[config.mk]
export PLATFORM = sky130hd
export DESIGN_NAME = tt_sel_ctrl
export DESIGN_NICKNAME = d
export VERILOG_FILES = /design/src/rtl/tt_sel_ctrl.sv
export SDC_FILE = /design/constraint.sdc
export NUM_CORES = 1
export LEC_CHECK = 0
export CAP_MARGIN = 10
export CORE_MARGIN = 1.5
export CORE_UTILIZATION = 40
export DETAILED_ROUTE_END_ITERATION = 16
export GPL_TIMING_DRIVEN = 0
export MAX_ROUTING_LAYER = met4
export PLACE_DENSITY = 0.68
export SYNTH_ARGS = -nofsm -noshare
export SYNTH_HDL_FRONTEND = slang
export SYNTH_SLANG_ARGS = --single-unit
[constraint.sdc]
create_clock -name clk -period 1.6 [get_ports clk]
set_input_delay 0.16 -clock clk [delete_from_list [all_inputs] [get_ports clk]]
set_output_delay 0.16 -clock clk [all_outputs]
set_load 0.01 [all_outputs]
[src/rtl/tt_sel_ctrl.sv]
// Design-select sequencer: synchronises the control pads, counts select pulses into a
// user-module address and hands it to the spine only after a settle window.
module tt_sel_ctrl #(
  parameter int N_UM        = 384,
  parameter int ADDR_W      = 10,
  parameter int SYNC_STAGES = 2,
  parameter int SETTLE_CYC  = 4
) (
  input  logic              clk,
  input  logic              rst,
  input  logic              ctrl_sel_rst_n,
  input  logic              ctrl_sel_inc,
  input  logic              ctrl_ena,
  output logic [ADDR_W-1:0] sel_addr,
  output logic [ADDR_W-1:0] spine_addr,
  output logic              spine_ena,
  output logic              sel_busy,
  output logic              inc_wrap
);

  localparam int CNT_W = (SETTLE_CYC > 1) ? $clog2(SETTLE_CYC) : 1;
  localparam logic [CNT_W-1:0]  CNT_INIT  = CNT_W'(SETTLE_CYC - 1);
  localparam logic [CNT_W-1:0]  CNT_ONE   = CNT_W'(1);
  localparam logic [ADDR_W-1:0] ADDR_LAST = ADDR_W'(N_UM - 1);
  localparam logic [ADDR_W-1:0] ADDR_ONE  = ADDR_W'(1);

  localparam logic [1:0] ST_IDLE   = 2'd0;
  localparam logic [1:0] ST_SETTLE = 2'd1;
  localparam logic [1:0] ST_ACTIVE = 2'd2;

  logic [SYNC_STAGES-1:0] rstn_sync_p0;
  logic [SYNC_STAGES-1:0] inc_sync_p0;
  logic [SYNC_STAGES-1:0] ena_sync_p0;
  logic                   inc_q_p1;
  logic                   s_sel_rst_n;
  logic                   s_inc;
  logic                   s_ena;
  logic                   inc_edge;
  logic [1:0]             state;
  logic [CNT_W-1:0]       settle_cnt;

  function automatic logic [ADDR_W-1:0] next_addr(input logic [ADDR_W-1:0] a);
    return (a == ADDR_LAST) ? '0 : a + ADDR_ONE;
  endfunction

  // Pad synchronisers; clearing to 0 keeps the selection held in reset until the pad reads high.
  always_ff @(posedge clk) begin
    if (rst) begin
      rstn_sync_p0 <= '0;
      inc_sync_p0  <= '0;
      ena_sync_p0  <= '0;
      inc_q_p1     <= 1'b0;
    end else begin
      rstn_sync_p0 <= {rstn_sync_p0[SYNC_STAGES-2:0], ctrl_sel_rst_n};
      inc_sync_p0  <= {inc_sync_p0[SYNC_STAGES-2:0], ctrl_sel_inc};
      ena_sync_p0  <= {ena_sync_p0[SYNC_STAGES-2:0], ctrl_ena};
      inc_q_p1     <= s_inc;
    end
  end

  assign s_sel_rst_n = rstn_sync_p0[SYNC_STAGES-1];
  assign s_inc       = inc_sync_p0[SYNC_STAGES-1];
  assign s_ena       = ena_sync_p0[SYNC_STAGES-1];
  assign inc_edge    = s_inc & ~inc_q_p1;

  // Sequencer; an increment in IDLE defers SETTLE entry so the latched address includes it.
  always_ff @(posedge clk) begin
    if (rst) begin
      state      <= ST_IDLE;
      settle_cnt <= '0;
      sel_addr   <= '0;
      spine_addr <= '0;
      spine_ena  <= 1'b0;
      inc_wrap   <= 1'b0;
    end else begin
      inc_wrap <= 1'b0;
      if (!s_sel_rst_n) begin
        state      <= ST_IDLE;
        sel_addr   <= '0;
        spine_addr <= '0;
        spine_ena  <= 1'b0;
      end else begin
        case (state)
          ST_IDLE: begin
            if (inc_edge) begin
              sel_addr <= next_addr(sel_addr);
              inc_wrap <= (sel_addr == ADDR_LAST);
            end else if (s_ena) begin
              spine_addr <= sel_addr;
              settle_cnt <= CNT_INIT;
              state      <= ST_SETTLE;
            end
          end
          ST_SETTLE: begin
            if (!s_ena) begin
              state <= ST_IDLE;
            end else if (settle_cnt == '0) begin
              state     <= ST_ACTIVE;
              spine_ena <= 1'b1;
            end else begin
              settle_cnt <= settle_cnt - CNT_ONE;
            end
          end
          ST_ACTIVE: begin
            if (!s_ena) begin
              state     <= ST_IDLE;
              spine_ena <= 1'b0;
            end
          end
          default: begin
            state     <= ST_IDLE;
            spine_ena <= 1'b0;
          end
        endcase
      end
    end
  end

  assign sel_busy = (state != ST_IDLE);

endmodule

==> flow_summary.yaml <==
placement:
  gp_congestion: 0.7578
  port_buffers: 27
  place_ws_ns: -0.3356
  dp_hpwl_um: 1757
  dp_cells: 205
yosys:
  syn-instance-count: 134
  synth_area_sq_um: 1310
  synthTopCellsByArea: "dfxtp_1 50%, mux2i_1 8.4%, nor2_1 6.6%, nor2b_1 3.8%, xnor2_1 3.3%"
  yosysTopAreaCell: "dfxtp_1"
  ys_types: 31
  yosys_register_bits: 33
  ys_seq_area_share_pct: 50.43
  synthesis.nets: 141
  ys.warnings.count: 0
  avgSynthCellArea_sq_um: 9.776
  post-synth-top-area-fraction_pct: 50.43
clock_network:
  path_clk_slew_ns: 0.10
  cts_tree: "built"
  cts_sinks: 33
  cts_made_buffers: 5
  ctsHoldBuffers: 0
  clock_latency_ns: 0.34
  root_buffer: "clkbuf_4"
  cts_buffer_depth: 2
  htree_levels: 2
setup_path:
  crit_family: "buffers and inverters"
  critical_path_peak_fanout: 7
  cp_slowest_cell: "clkdlybuf4s50_1"
  critPathKind: "reg -> out"
  crit_arrival_ns: 1.40
  path_buf_inv: 1
  crit_required_ns: 1.44
  path_cells: "clkdlybuf4s50_1"
  ff2ff_setup_slack_ns: 0.11
  end_kind: "output pin"
  cpPeakStageDelay_ns: 0.59
  startpoint_type: "flop"
timing:
  post-route-period-util_pct: 97.44
  max_slew.worst_pin.slew_ns: 0.3748
  max_slew_margin_pct: 75.01
  skew_ns: 0.007156
  period_minus_slack_ns: 1.559
  fmax_mhz: 641.4
  setup_viol: 0
  slew_violations: 0
  setup_ws_ns: 0.04089
  rsz0062_at_grt: "false"
  finalHoldViolCount: 0
flow_run:
  drv_cap: 0
drt:
  drtAntennaViolNets: 0
  dr.pass1.iters: 4
  dr_total_vias: 1029
  drtIter0Drc: 33
  drt-total-wl_um: 2527
  vias_per_cell: 4.854
  drc_errors: 0
  wl_per_cell_um: 11.92
global_route:
  grt_pass1_wl_um: 4450
  grt_max_degree: 12
  grt_pass1_vias: 977
  antenna_found_initial: 0
  overflow: 0
  grt_use_total_pct: 17.48
floorplanning:
  io_pins: 28
  initial_core_util_pct: 42.56
  rows: 20
  dieHeight_um: 60.23
  dieArea_sq_um: 3627
  die_w_um: 60.23
  core-area_sq_um: 3078
power_and_ir_drop:
  p_leak_nw: 0.6856
  peakVddDrop_v: 0.0005430
  finalPower_mw: 1.655
  p_per_area_nw_per_um2: 941.6
cells_and_area:
  area_growth_pct: 34.19
  drive_gt1_share_pct: 12.50
  final_cell_mix: "30 x dfxtp_1, 26 x clkdlybuf4s50_1, 23 x nor2_1"
  stdcell_count: 212
  nets: 174
  antenna_cells: 0
  final_common_cell: "dfxtp_1"
status:
  status: "finished clean"
worst_hold_path:
  min_path_type: "in -> reg"
cell usage after synthesis:
cell / number
a211oi_1: 1
a21oi_1: 2
a221oi_1: 1
a31oi_1: 2
and2_1: 2
and3_1: 3
and4_1: 1
buf_2: 1
buf_4: 1
buf_6: 1
clkbuf_1: 2
dfxtp_1: 33
ha_1: 2
inv_1: 4
mux2i_1: 11
nand2_1: 8
nand2b_1: 2
nand3_1: 5
nand4_1: 3
nor2_1: 23
nor2_2: 1
nor2b_1: 8
nor3_1: 2
nor3b_1: 1
nor4_1: 1
nor4_4: 1
nor4b_2: 1
o21a_1: 1
or4b_4: 1
xnor2_1: 5
xor2_1: 4
final cells by class:
| cell class | instances | area, sq um |
|---|---|---|
| Clock inverter | 3 | 65.06 |
| Tap cell | 44 | 55.05 |
| Buffer | 3 | 13.76 |
| Fill cell | 285 | 1320 |
| Multi-Input combinational cell | 92 | 630.6 |
| Inverter | 4 | 15.01 |
| Timing Repair Buffer | 28 | 276.5 |
| Clock buffer | 5 | 37.54 |
| Sequential cell | 33 | 664.4 |
registers in the layout, indices dropped and copies added (netlist names), 2 cells and up:
register / cells
rstn_sync_p0: 2
settle_cnt: 2
inc_sync_p0: 2
ena_sync_p0: 2
state: 2
spine_addr: 10
sel_addr: 10
kinds of logic after synthesis:
group	share of synthesized area, %
AOI/OAI and AO/OA	3.534
xor gates and xnor gates	6.017
adders and majority gates	1.910
buffers and inverters	3.534
DFF	50.43
muxes	8.405
and+or+nand+nor	26.17
worst paths after layout:
| check | from | to | cells past startpoint |
|---|---|---|---|
| worst max register to register | state[1] | sel_addr[5] | 4 |
| worst max-delay path | sel_addr[4] | sel_addr[4] | 1 |
| worst min-delay path | ctrl_sel_inc | inc_sync_p0[0] | 2 |
| worst min register to register | ena_sync_p0[0] | ena_sync_p0[1] | 1 |
per-stage QoR:
| stage | TNS, ns | hold WS [ns] | area (sq um) | util [%] |
|---|---|---|---|---|
| 4_1_cts | -0.005727 | 0.3570 | 1765 | 57.36 |
| 3_5_place_dp | -5.644 | 0.4289 | 1635 | 53.13 |
| 2_1_floorplan | 0 | 0.2882 | 1310 | - |
| 5_1_grt | 0 | 0.3611 | 1758 | 57.11 |
| 3_3_place_gp | -4.891 | 0.4236 | 1635 | 53.13 |
| 6_report | 0 | 0.3640 | 1758 | 57.11 |
repair_timing:
action,4_1_cts,5_1_grt
pin swaps,4,3
gates resized for setup,5,6
buffers inserted,1,0
setup endpoints to repair,11,14
layer usage:
metal / up-vias / wire length [um] / track usage, %
met2: 27 / 1227 / 27.02
met3: 7 / 156 / 7.143
met1: 475 / 1101 / 20.19
met4: 0 / 42 / 6.667
met5: - / 0 / -
li1: 520 / - / -
where the power goes:
part | internal (mW) | total, mW | switching (mW)
Clock | 0.483 | 0.767 | 0.284
Combinational | 0.0270 | 0.0527 | 0.0257
Sequential | 0.829 | 0.835 | 0.00583
Total | 1.34 | 1.66 | 0.315
(Power assumes the default switching activity.)
